$ cat config.mk
export PLATFORM = sky130hd
export DESIGN_NAME = uart_tx_scheduler
export DESIGN_NICKNAME = d
export VERILOG_FILES = /design/src/rtl/uart_pkg.sv /design/src/rtl/uart_rr_pick.sv /design/src/rtl/uart_tx_scheduler.sv
export SDC_FILE = /design/constraint.sdc
export NUM_CORES = 1
export LEC_CHECK = 0
export CAP_MARGIN = 30
export CORE_UTILIZATION = 30
export DETAILED_ROUTE_END_ITERATION = 8
export HOLD_SLACK_MARGIN = 0.03
export PLACE_DENSITY = 0.53
export SYNTH_ARGS = -nofsm -noshare
export SYNTH_HDL_FRONTEND = slang
export SYNTH_HIERARCHICAL = 1
export SYNTH_SLANG_ARGS = --single-unit
$ cat constraint.sdc
create_clock -name CLK -period 4.4 [get_ports CLK]
set_clock_uncertainty 0.1 [all_clocks]
set_input_delay 1.32 -clock CLK [delete_from_list [all_inputs] [get_ports CLK]]
set_output_delay 1.32 -clock CLK [all_outputs]
set_load 0.005 [all_outputs]
$ cat src/rtl/uart_pkg.sv
// Shared types and constants for the UART transmit scheduler.
// Baud select codes, scheduler states and owner-index width helper.
package uart_pkg;

  localparam logic [2:0] BAUD_9600   = 3'd0;
  localparam logic [2:0] BAUD_19200  = 3'd1;
  localparam logic [2:0] BAUD_38400  = 3'd2;
  localparam logic [2:0] BAUD_57600  = 3'd3;
  localparam logic [2:0] BAUD_115200 = 3'd4;
  localparam logic [2:0] BAUD_230400 = 3'd5;
  localparam logic [2:0] BAUD_460800 = 3'd6;
  localparam logic [2:0] BAUD_921600 = 3'd7;

  typedef enum logic [2:0] {
    ST_IDLE,
    ST_ARB,
    ST_LOAD,
    ST_WAIT_BUSY,
    ST_WAIT_DONE,
    ST_GAP
  } uart_sched_state_t;

  function automatic int owner_w(input int n);
    return (n > 1) ? $clog2(n) : 1;
  endfunction

endpackage

$ cat src/rtl/uart_rr_pick.sv
// Round-robin picker: first asserted request after 'last', with wrap.
// Purely combinational; shared by arbiters in this codebase.
module uart_rr_pick #(
  parameter int N = 4,
  parameter int W = 2
) (
  input  logic [N-1:0] req,
  input  logic [W-1:0] last,
  output logic [N-1:0] onehot,
  output logic [W-1:0] idx,
  output logic         any
);

  // scan from last+1 upward, wrapping, keep the first hit
  always_comb begin
    onehot = '0;
    idx    = '0;
    any    = 1'b0;
    for (int i = 1; i <= N; i++) begin
      logic [W-1:0] j;
      j = W'((int'(last) + i) % N);
      if (!any && req[j]) begin
        any       = 1'b1;
        idx       = j;
        onehot[j] = 1'b1;
      end
    end
  end

endmodule

$ cat src/rtl/uart_tx_scheduler.sv
// Round-robin scheduler sharing one UART transmitter among requesters.
// Optional owner lock bursts enabled by defining UART_ARB_LOCK_EN.
module uart_tx_scheduler
  import uart_pkg::*;
#(
  parameter int N_REQ          = 4,
  parameter int GAP_BITS       = 1,
  parameter int START_TIMEOUT  = 8,
  parameter int LOCK_MAX_BYTES = 16
) (
  input  logic                      CLK,
  input  logic                      reset_external_n,
  input  logic [N_REQ-1:0]          req,
  input  logic [8*N_REQ-1:0]        req_data,
`ifdef UART_ARB_LOCK_EN
  input  logic [N_REQ-1:0]          req_lock,
`endif
  input  logic [2:0]                cfg_sel,
  input  logic                      baud_tick,
  input  logic                      tx_busy,
  output logic                      tx_start,
  output logic [7:0]                tx_data,
  output logic [owner_w(N_REQ)-1:0] tx_owner,
  output logic [N_REQ-1:0]          grant_ack,
  output logic [2:0]                baud_sel,
  output logic                      busy,
  output logic                      err_timeout
);

  localparam int OW = owner_w(N_REQ);
  localparam int CW = 16;
  localparam logic [CW-1:0] TO_LAST =
    CW'(START_TIMEOUT - 1);
  localparam logic [CW-1:0] GAP_LAST =
    CW'((GAP_BITS > 0) ? GAP_BITS - 1 : 0);
  localparam uart_sched_state_t DONE_NEXT =
    (GAP_BITS > 0) ? ST_GAP : ST_IDLE;

  if (N_REQ < 2 || N_REQ > 8) begin : g_bad_n
    $error("N_REQ out of range 2..8");
  end
  if (LOCK_MAX_BYTES < 1) begin : g_bad_lock
    $error("LOCK_MAX_BYTES must be >= 1");
  end

  uart_sched_state_t state, next;
  logic [CW-1:0]     cnt;
  logic [OW-1:0]     last;
  logic [N_REQ-1:0]  pick_oh;
  logic [OW-1:0]     pick_idx;
  logic              pick_any;
  logic [N_REQ-1:0]  win_oh;
  logic [OW-1:0]     win_idx;
  logic              lock_hit;
  logic              load_go;
  logic              timeout;
  logic [7:0]        bytes [N_REQ];

  uart_rr_pick #(
    .N(N_REQ),
    .W(OW)
  ) u_pick (
    .req   (req),
    .last  (last),
    .onehot(pick_oh),
    .idx   (pick_idx),
    .any   (pick_any)
  );

`ifdef UART_ARB_LOCK_EN
  localparam int BW = $clog2(LOCK_MAX_BYTES + 1);
  logic [BW-1:0] burst;

  assign lock_hit = req[last] && req_lock[last]
                 && (burst < BW'(LOCK_MAX_BYTES));

  // consecutive bytes granted to the current owner
  always_ff @(posedge CLK or negedge reset_external_n) begin
    if (!reset_external_n) begin
      burst <= '0;
    end else if (load_go) begin
      burst <= lock_hit ? burst + 1'b1 : BW'(1);
    end
  end
`else
  assign lock_hit = 1'b0;
`endif

  assign load_go = (state == ST_ARB) && pick_any;

  // unflatten request bytes and choose the winner
  always_comb begin
    for (int i = 0; i < N_REQ; i++) begin
      bytes[i] = req_data[8*i +: 8];
    end
    win_idx = pick_idx;
    win_oh  = pick_oh;
    if (lock_hit) begin
      win_idx = last;
      win_oh  = '0;
      win_oh[last] = 1'b1;
    end
  end

  // next-state logic for the frame sequencer
  always_comb begin
    next    = state;
    timeout = 1'b0;
    unique case (state)
      ST_IDLE:
        if (|req) next = ST_ARB;
      ST_ARB:
        next = pick_any ? ST_LOAD : ST_IDLE;
      ST_LOAD:
        next = ST_WAIT_BUSY;
      ST_WAIT_BUSY:
        if (tx_busy) begin
          next = ST_WAIT_DONE;
        end else if (cnt == TO_LAST) begin
          next    = ST_IDLE;
          timeout = 1'b1;
        end
      ST_WAIT_DONE:
        if (!tx_busy) next = DONE_NEXT;
      ST_GAP:
        if (baud_tick && cnt == GAP_LAST)
          next = ST_IDLE;
      default:
        next = ST_IDLE;
    endcase
  end

  // state register
  always_ff @(posedge CLK or negedge reset_external_n) begin
    if (!reset_external_n) state <= ST_IDLE;
    else                   state <= next;
  end

  // registered outputs, rr pointer and shared cycle/tick counter
  always_ff @(posedge CLK or negedge reset_external_n) begin
    if (!reset_external_n) begin
      cnt         <= '0;
      last        <= OW'(N_REQ - 1);
      tx_start    <= 1'b0;
      tx_data     <= '0;
      tx_owner    <= '0;
      grant_ack   <= '0;
      baud_sel    <= BAUD_9600;
      busy        <= 1'b0;
      err_timeout <= 1'b0;
    end else begin
      tx_start    <= load_go;
      grant_ack   <= load_go ? win_oh : '0;
      err_timeout <= timeout;
      busy        <= (next != ST_IDLE);
      if (load_go) begin
        tx_owner <= win_idx;
        tx_data  <= bytes[win_idx];
      end
      if (state == ST_LOAD) last <= tx_owner;
      if (state == ST_IDLE) baud_sel <= cfg_sel;
      if (load_go || (state == ST_WAIT_DONE
                      && next == ST_GAP)) begin
        cnt <= '0;
      end else if (state == ST_LOAD
                   || state == ST_WAIT_BUSY
                   || (state == ST_GAP && baud_tick)) begin
        cnt <= cnt + 1'b1;
      end
    end
  end

endmodule

==> metrics, run 1 <==
drt initial violations approximately 120; IO buf count 62; Post-synth EDFFs 0; number of global-route vias before repair approximately 2,300; post-synthesis cell type count 48; share of cells above drive strength 1 0.151; hold_ws 0.411 ns; H-tree Lvls 2; DRT antenna net count 0; cts bufs inserted 5; clock group share of total power 0.147; # setup viols final 0; Worst Hold Class flop to flop; CP Class input port to flop; GPL Wtd Cong between 0.8 and 0.9; Total Power slightly above 2 mW; area leader, netlist dfrtp_1; sequential share of the synthesized area 0.377; crit path capture type flop; Gate Count Post-Synth 265; post-CTS setup buffer count 0; clock transition at the registers of the reported paths 0.08 ns; largest net degree at the start of global routing 42; Startpoint Class input port; fmax 276 MHz; Sequential Power Share 0.316; vias per cell 5.30; top-level port count 63; Initial Utilization 0.311; Int Power 1.27 mW; Pre-antenna DRT Iters 4; Remaining DRCs 0; CTS tree done; core box area between 8000 and 9000 um^2; post-cts sizing count 0; top_reg_cell synth dfrtp_1; Clock Tree Root clkbuf_8; aggregate global-route resource usage 0.143; Switching Share 0.376; final setup TNS 0 ns; filler cell count 852; crit path max fanout 11; routed len/inst around 14 um; Rows 34; Pwr per Cell Area 571 nW/um^2; global-route wire length before repair 11,100 um; Post-Syn Area 2730 um^2; initial antenna violation count 0; count leader, synth dfrtp_1; area grow syn2layout 30.9%; RSZ-0062 raised after global routing false; CTS Buffer Depth 2; Routed WL 6270 um; Final HPWL DP between 4000 and 5000 um; worst endpoint required time approximately 4.5 ns; Synth top area share 0.358; clk_lat worst skew 0.29 ns; Post-synth top cells 39 x dfrtp_1, 17 x nor2_1, 16 x mux2_2, 16 x nand2_1; die area 9470 um^2; Hold Fails Final Rpt 0; clk sinks 41; Async SR Flop Fraction 1.00; final worst path period share 0.824; Hold Buf Count CTS 0; clock period minus worst slack roughly 3.6 ns; Peak VDD IR about 250 uV; Antenna diodes 0; max_cap viols 0; number of nets in the layout 377; Sw Pwr 765 uW; LEAKAGE 1.43 nW; Seq cells post-synth 41; syn_nets 318; die span in x 97.3 um; main area contributors after synthesis dfrtp_1 36%, mux4_2 8.3%, mux2_2 6.6%, ha_1 4.6%, nand4_1 3.2%; status finished, final reports clean; combinational share of power 0.537; die height between 90 and 100 um; Least-Margin Pin Slew 0.717 ns; Post-Syn Area per Cell 10.3 um^2; setup ws final 0.775 ns; slew margin rel. 0.522; grt total ovfl 0; setup slack after placement between 0.4 and 0.5 ns; routed vias 2,294; Synth warnings 6; final count of pins violating max slew 0; Worst Path Arrival 3.71 ns
[stage by stage]
step	cell area (um^2)	std cells	utilization
floorplan	2730	265	-
global placement	3430	424	0.392
detailed placement	3430	424	0.392
CTS	3540	432	0.404
global route	3570	433	0.407
finish	3570	433	0.407
[path summary, 6_finish.rpt]
kind	slack, ns	start	to	depth (start not counted)
max in group asynchronous	2.77	reset_external_n	last[0]	2
max	0.77	req[3]	tx_data[7]	7
min in group asynchronous	0.88	reset_external_n	cnt[14]	1
max reg2reg	0.82	last[0]	tx_data[7]	8
min reg2reg	0.41	baud_sel[0]	baud_sel[0]	1
min	0.41	baud_sel[0]	baud_sel[0]	1
[worst max-delay path: stages]
cell             delay, ns
clkdlybuf4s50_1       0.67
a211oi_1              0.09
a311o_1               0.35
a221oi_2              0.23
buf_4                 0.24
mux4_2                0.52
mux2_2                0.28
[cells in the final DEF, fill, tap and decap left out, types with 2 or more instances in the layout]
cell type / instances
clkdlybuf4s50_1: 61
dfrtp_1: 39
nor2_1: 17
nand2_1: 16
mux2_2: 16
nand4_1: 14
a21oi_1: 14
inv_1: 12
mux4_2: 10
o21ai_0: 10
or3_1: 10
ha_1: 10
a211oi_1: 7
nand3_1: 7
xnor2_1: 7
a2111o_1: 6
buf_4: 6
clkbuf_8: 5
a31oi_1: 5
and2_1: 4
mux2i_1: 4
o31ai_1: 4
nor4_1: 3
and3b_1: 3
nor3_1: 3
nor4bb_1: 2
o211a_1: 2
nor3b_1: 2
dfstp_2: 2
nand2b_1: 2
[cells by family after synthesis]
group | count (synthesis) | share of synthesized area
AND/OR/NAND/NOR | 93 | 0.199
buffers and inverters | 29 | 0.0509
AO/OA/AOI/OAI | 54 | 0.138
adder cells (fa/ha/maj) | 10 | 0.0459
XOR/XNOR | 8 | 0.0257
flip-flops | 41 | 0.377
multiplexers | 30 | 0.163
[power groups by stage]
stage          sequential [mW]  combinational, mW  clock (mW)
3_5_place_dp             0.653               1.10           0
5_1_grt                  0.672               1.21       0.324
4_1_cts                  0.647               1.10       0.310
2_1_floorplan            0.590              0.785           0
3_3_place_gp             0.648               1.09           0
6_report                 0.643               1.09       0.300
[layer usage]
| metal | GRT usage | part of all wire | vias to the layer above |
|---|---|---|---|
| met5 | 0 | 0 | - |
| met4 | 0.0407 | 0.0094 | 0 |
| met3 | 0.0374 | 0.059 | 4 |
| met2 | 0.227 | 0.46 | 63 |
| met1 | 0.192 | 0.47 | 1108 |
| li1 | - | - | 1119 |
[final cells by class]
type	count	area, um^2	share of cell area
Sequential cell	41	1030	0.288
Clock inverter	2	35.0	0.00981
Tap cell	108	135	0.0379
Multi-Input combinational cell	195	1570	0.438
Inverter	12	45.0	0.0126
Clock buffer	6	72.6	0.0203
Timing Repair Buffer	69	688	0.193
[sequential cells by signal (all words and copies together), names as in the netlist]
signal / cells
baud_sel: 3
state: 3
tx_owner: 2
last: 2
grant_ack: 4
err_timeout: 1
cnt: 16
tx_start: 1
busy: 1
tx_data: 8
No activity file was read; power rests on OpenSTA's default activity.
==> run 2: changes to the inputs <==
Settings changed: PLACE_DENSITY 0.53 to 0.54.
Clock period 4.4 ns to 2.98 ns, I/O delays scaled along.
==> metrics, run 2 (synthesis results as in run 1) <==
status finished, final reports clean; fmax 344 MHz; max FFs per register 16 (unchanged); initial antenna violation count 0 (unchanged); number of nets in the layout 398 (+5.6%); core box area 8760 um^2 (unchanged); IO buf count 62 (unchanged); number of global-route vias before repair 2,344 (+0.56%); Rows 34 (unchanged); largest net degree at the start of global routing 22 (-48%); crit path capture type flop; clock group share of total power 0.118 (-0.029); clock transition at the registers of the reported paths 0.09 ns (about the same); area grow syn2layout 37.9%; max_cap viols 0 (unchanged); filler cell count 864 (+1.4%); Routed WL 6630 um (+5.7%); die area 9470 um^2 (unchanged); CP Launch Point req[2]; GPL Wtd Cong 0.822 (-4.1%); drt initial violations 123 (+3.4%); final setup TNS 0 ns (unchanged); Worst Hold Class flop to flop; largest registers cnt (16), tx_data (8), grant_ack (4); Pre-antenna DRT Iters 4 (unchanged); vias per cell 5.24 (-1.0%); final worst path period share 0.976; top-level port count 63 (unchanged); capture point of the worst reg-to-reg path tx_data[5]; clk sinks 41 (unchanged); clk_lat worst skew 0.30 ns (about the same); crit path max fanout 4 (-7); hold_ws 0.422 ns (+0.0118 ns); Worst Path Arrival 3.00 ns (-0.71 ns); Sequential Power Share 0.273 (-0.043); die height 97.3 um (unchanged); aggregate global-route resource usage 0.143 (-0.000220); Antenna diodes 0 (unchanged); most frequent cells in the layout 57 x clkdlybuf4s50_1, 39 x dfrtp_1, 24 x buf_4; Remaining DRCs 0 (unchanged); Pwr per Cell Area 869 nW/um^2 (+52%); Sw Pwr 1.23 mW (+61%); R2R depth 8 (unchanged); Critical path destination tx_data[5]; routed len/inst 14.6 um (+0.79%); cts bufs inserted 5 (unchanged); # setup viols final 0 (unchanged); Peak VDD IR 319 uV (+27%); commonest non-fill, non-tap cell in the layout clkdlybuf4s50_1; Int Power 2.04 mW (+60%); RSZ-0062 raised after global routing false; CTS Buffer Depth 2 (unchanged); CP Class input port to flop; Least-Margin Pin Slew 0.523 ns (-0.195 ns); slew margin rel. 0.642 (+0.120); Non-Filler Instances 454 (+4.8%); Final HPWL DP 5040 um (+10%); Startpoint Class input port; Hold Buf Count CTS 0 (unchanged); setup slack on the worst flop-to-flop path 0.09 ns (-0.73 ns); combinational share of power 0.610 (+0.073); routed vias 2,381 (+3.8%); Initial Utilization 0.311 (unchanged); clock period minus worst slack around 2.9 ns; worst endpoint required time 3.07 ns (-1.41 ns); Clock Tree Root clkbuf_8; final count of pins violating max slew 0 (unchanged); grt total ovfl 0 (unchanged); die span in x 97.3 um (unchanged); H-tree Lvls 2 (unchanged); FF-to-FF Start last[0]; Total Power 3.27 mW (+60%); Switching Share 0.377 (+0.00154); Hold Fails Final Rpt 0 (unchanged); LEAKAGE 1.55 nW (+8.7%); global-route wire length before repair 11,000 um (-0.38%); CTS tree done; Placed Cells 442 (+4.2%); DRT antenna net count 0 (unchanged); share of cells above drive strength 1 0.220 (+0.0689); Reg with most FFs cnt
## run 2: cell count changes in the layout (fill, tap and decap cells not counted), moves of 2 or more
cell,change
mux2_4,+6
clkdlybuf4s50_1,-4
buf_4,+18
inv_6,+3
mux2_2,-6
dlygate4sd2_1,+4
buf_6,+2
## run 2: layout make-up
class                   count  area [um^2]  share of cell area
multi-input cells         195         1610               0.429
clock buffers               5         68.8              0.0183
well taps                 108          135              0.0359
repair buffers             90          838               0.223
flip-flops and latches     41         1030               0.274
inverters                  12         50.0              0.0133
clock inverters             3         25.0             0.00666
## run 2: worst min path at each step
| stage | start | endpoint | slack [ns] | depth (start not counted) |
|---|---|---|---|---|
| floorplan | cnt[4] | cnt[4] | 0.40 | 1 |
| global placement | tx_data[3] | tx_data[3] | 0.39 | 1 |
| detailed placement | baud_sel[0] | baud_sel[0] | 0.40 | 1 |
| CTS | baud_sel[1] | baud_sel[1] | 0.42 | 1 |
| global route | tx_data[3] | tx_data[3] | 0.44 | 1 |
| finish | baud_sel[1] | baud_sel[1] | 0.42 | 1 |
## run 2: power groups by stage
stage / Sequential [mW] / Combinational [mW] / Clock (mW)
floorplan: 0.872 / 1.31 / 0
global placement: 0.900 / 1.89 / 0
detailed placement: 0.900 / 1.93 / 0
CTS: 0.892 / 1.97 / 0.400
global route: 0.921 / 2.18 / 0.423
finish: 0.891 / 1.99 / 0.385
## run 2: timing repair
item | 4_1_cts | 5_1_grt
setup endpoints to repair | 8 | 8
setup buffers | 0 | 3
hold endpoints to repair | 0 | 0
gates cloned | 1 | 0
pin swaps | 3 | 2
resized for setup | 9 | 0
## run 2: routing by layer
metal / share of wire / up-vias / routed length (um) / GRT usage
met3: 0.041 / 12 / 271 / 0.0245
met5: 0 / - / 0 / 0
li1: - / 1159 / - / -
met2: 0.48 / 58 / 3200 / 0.233
met4: 0.022 / 0 / 146 / 0.0600
met1: 0.45 / 1152 / 3010 / 0.187
## run 2: per-stage QoR
stage / worst slack (ns) / utilization / instance area (um^2)
6_report: 0.0718 / 0.429 / 3760
5_1_grt: 0.00486 / 0.429 / 3760
4_1_cts: 0.0671 / 0.427 / 3740
3_5_place_dp: -0.391 / 0.414 / 3630
3_3_place_gp: -0.347 / 0.413 / 3620
2_1_floorplan: -0.0646 / - / 2810
## run 2: worst max-delay path, cell delays in order
cell	delay (ns)
dlygate4sd2_1	0.26
mux2i_1	0.13
a211oi_1	0.09
a311o_1	0.34
a221oi_2	0.32
buf_4	0.21
mux4_2	0.49
mux2_4	0.26
==> run 3: changes to the inputs <==
Settings changed: PLACE_DENSITY 0.54 to 0.55, SYNTH_HIERARCHICAL 1 to not set.
==> metrics, run 3 <==
FF-to-FF Start last[0]; Gate Count Post-Synth 265 (unchanged); Int Power 1.86 mW (-8.7%); commonest non-fill, non-tap cell in the layout clkdlybuf4s50_1; main area contributors after synthesis dfrtp_1 38%, nor2_1 5.2%, mux2i_1 5.0%, ha_1 4.8%, nand2_1 3.8%; setup ws final 0.137 ns (+0.0649 ns); die height 94.9 um (-2.5%); core box area 8300 um^2 (-5.3%); post-synthesis cell type count 52 (+8.3%); Post-synth top cells 39 x dfrtp_1, 36 x nor2_1, 26 x nand2_1; Reg with most FFs cnt; Synth Area in Simple Gates 0.208 (+0.00837); max_cap viols 0 (unchanged); clock transition at the registers of the reported paths 0.08 ns (about the same); GPL Wtd Cong 0.826 (+0.46%); Pwr per Cell Area 854 nW/um^2 (-1.8%); area leader, netlist dfrtp_1; initial antenna violation count 0 (unchanged); number of global-route vias before repair 2,258 (-3.7%); Sequential Power Share 0.284 (+0.011); R2R depth 10 (+2); final count of pins violating max slew 0 (unchanged); worst endpoint required time 3.10 ns (+0.03 ns); crit path max fanout 7 (+3); # setup viols final 0 (unchanged); Switching Share 0.392 (+0.0152); hold depth 1 (unchanged); Worst Hold Class flop to flop; LEAKAGE 1.52 nW (-2.0%); CTS tree done; largest family of logic cells by synthesized area simple AND/OR/NAND/NOR gates; xor/xnor share of the synthesized area 0.0406 (+0.0149); Pre-antenna DRT Iters 4 (unchanged); routed vias 2,224 (-6.6%); Hold Fails Final Rpt 0 (unchanged); capture point of the worst reg-to-reg path tx_data[6]; setup slack after placement -0.187 ns (+0.204 ns); mux cell area share after synthesis 0.0677 (-0.0956); setup slack on the worst flop-to-flop path 0.32 ns (+0.23 ns); Remaining DRCs 0 (unchanged); Post-synth EDFFs 0 (unchanged); status finished, final reports clean; Antenna diodes 0 (unchanged); largest net degree at the start of global routing 21 (-4.5%); complex-gate fraction of the synthesized area 0.180 (+0.0423); Synth top area share 0.377 (+0.0194); clock period minus worst slack 2.84 ns (-0.0649 ns); largest registers cnt (16), tx_data (8), grant_ack (4); Seq cells post-synth 41 (unchanged); H-tree Lvls 2 (unchanged); CP Class input port to flop; count leader, synth dfrtp_1; Least-Margin Pin Slew 0.518 ns (-0.00440 ns); DRT antenna net count 0 (unchanged); grt total ovfl 0 (unchanged); global-route wire length before repair 10,800 um (-2.4%); combinational share of power 0.594 (-0.016); die area 9000 um^2 (-5.0%); Final HPWL DP 4830 um (-4.3%); Sw Pwr 1.20 mW (-2.6%); clock group share of total power 0.122 (+0.004); clk_lat worst skew 0.29 ns (about the same); IO buf count 62 (unchanged); hold_sp baud_sel[1]; cts bufs inserted 5 (unchanged); drt initial violations 107 (-13%); number of nets in the layout 407 (+2.3%); slew margin rel. 0.652 (+0.0102); Post-Syn Area 2590 um^2 (-5.1%); crit path capture type flop; fmax 352 MHz (+2.3%); aggregate global-route resource usage 0.155 (+0.0121); Async SR Flop Fraction 1.00 (unchanged); top-level port count 63 (unchanged); vias per cell 4.85 (-7.6%); Rows 33 (-2.9%); Placed Cells 452 (+2.3%); Non-Filler Instances 459 (+1.1%); Startpoint Class input port; post-CTS setup buffer count 0 (unchanged); Worst Path Arrival 2.96 ns (-0.04 ns); top_reg_cell synth dfrtp_1; routed len/inst 13.6 um (-7.1%); Initial Utilization 0.312 (+0.000516); final worst path period share 0.954 (-0.0218); CTS Buffer Depth 2 (unchanged); Clock Tree Root clkbuf_8; most frequent cells in the layout 61 x clkdlybuf4s50_1, 39 x dfrtp_1, 36 x nor2_1; syn_nets 318 (unchanged); clk sinks 41 (unchanged); share of cells above drive strength 1 0.161 (-0.0586); sequential share of the synthesized area 0.398 (+0.0204); Hold EP baud_sel[1]; die span in x 94.9 um (-2.5%); adder-cell share of the synthesized area 0.0484 (+0.00249); Routed WL 6220 um (-6.1%); Post-Syn Area per Cell 9.76 um^2 (-5.1%); area grow syn2layout 38.5%; Peak VDD IR 366 uV (+15%); Synth warnings 0 (-6); max FFs per register 16 (unchanged)
## run 3: worst max-delay path by stage
stage,slack [ns],start,to,cells after the start
2_1_floorplan,0.04,last[0],tx_data[6],12
3_3_place_gp,-0.13,req[2],tx_data[1],8
3_5_place_dp,-0.19,req[2],tx_data[1],8
4_1_cts,0.13,req[2],tx_data[1],8
5_1_grt,-0.03,req[2],grant_ack[1],7
6_report,0.14,req[2],grant_ack[1],7
## run 3: repair_timing
item,4_1_cts,5_1_grt
resized for setup,0,3
endpoints found under the setup margin,0,4
hold buffers,0,0
## run 3: layout make-up
cell class	instances	area, um^2
fillers	837	4720
clock inverters	1	7.51
well taps	105	131
multi-input cells	203	1430
inverters	8	30.0
flip-flops and latches	41	1030
clock buffers	6	82.6
repair buffers	95	876
## run 3: logic make-up (layout without fill, tap and decap cells)
logic type	Yosys count	count (layout)
AO/OA/AOI/OAI	59	59
XOR/XNOR	12	12
adder cells (fa/ha/maj)	10	10
buffers and inverters	21	110
flip-flops	41	41
multiplexers	17	17
AND/OR/NAND/NOR	105	105
## run 3: layer usage
metal,global-route usage,wire (um),vias up
li1,-,-,1140
met1,0.203,2920,1044
met2,0.263,3080,34
met3,0.0242,151,6
met4,0.0417,74,0
met5,0,0,-
## run 3: critical path: stages
cell and delay, ns:
clkdlybuf4s50_1 0.51, mux2i_1 0.34, mux2i_1 0.25, buf_4 0.20, a311oi_1 0.41, a222oi_1 0.21
a21oi_1 0.15
## run 3: metrics by stage
stage	util	area, um^2	total power, mW	setup TNS [ns]	hold WS [ns]
floorplan	-	2590	1.95	0	0.388
CTS	0.429	3560	3.06	0	0.416
finish	0.432	3580	3.06	0	0.409
detailed placement	0.419	3470	2.68	-1.52	0.396
global placement	0.419	3470	2.66	-1.01	0.384
global route	0.432	3580	3.33	-0.0440	0.444
## run 3: power by group through the flow
| stage | registers (mW) | logic (mW) | clock network [mW] |
|---|---|---|---|
| 2_1_floorplan | 0.874 | 1.08 | 0 |
| 3_3_place_gp | 0.878 | 1.79 | 0 |
| 3_5_place_dp | 0.877 | 1.80 | 0 |
| 4_1_cts | 0.869 | 1.81 | 0.388 |
| 5_1_grt | 0.902 | 2.02 | 0.409 |
| 6_report | 0.870 | 1.82 | 0.374 |
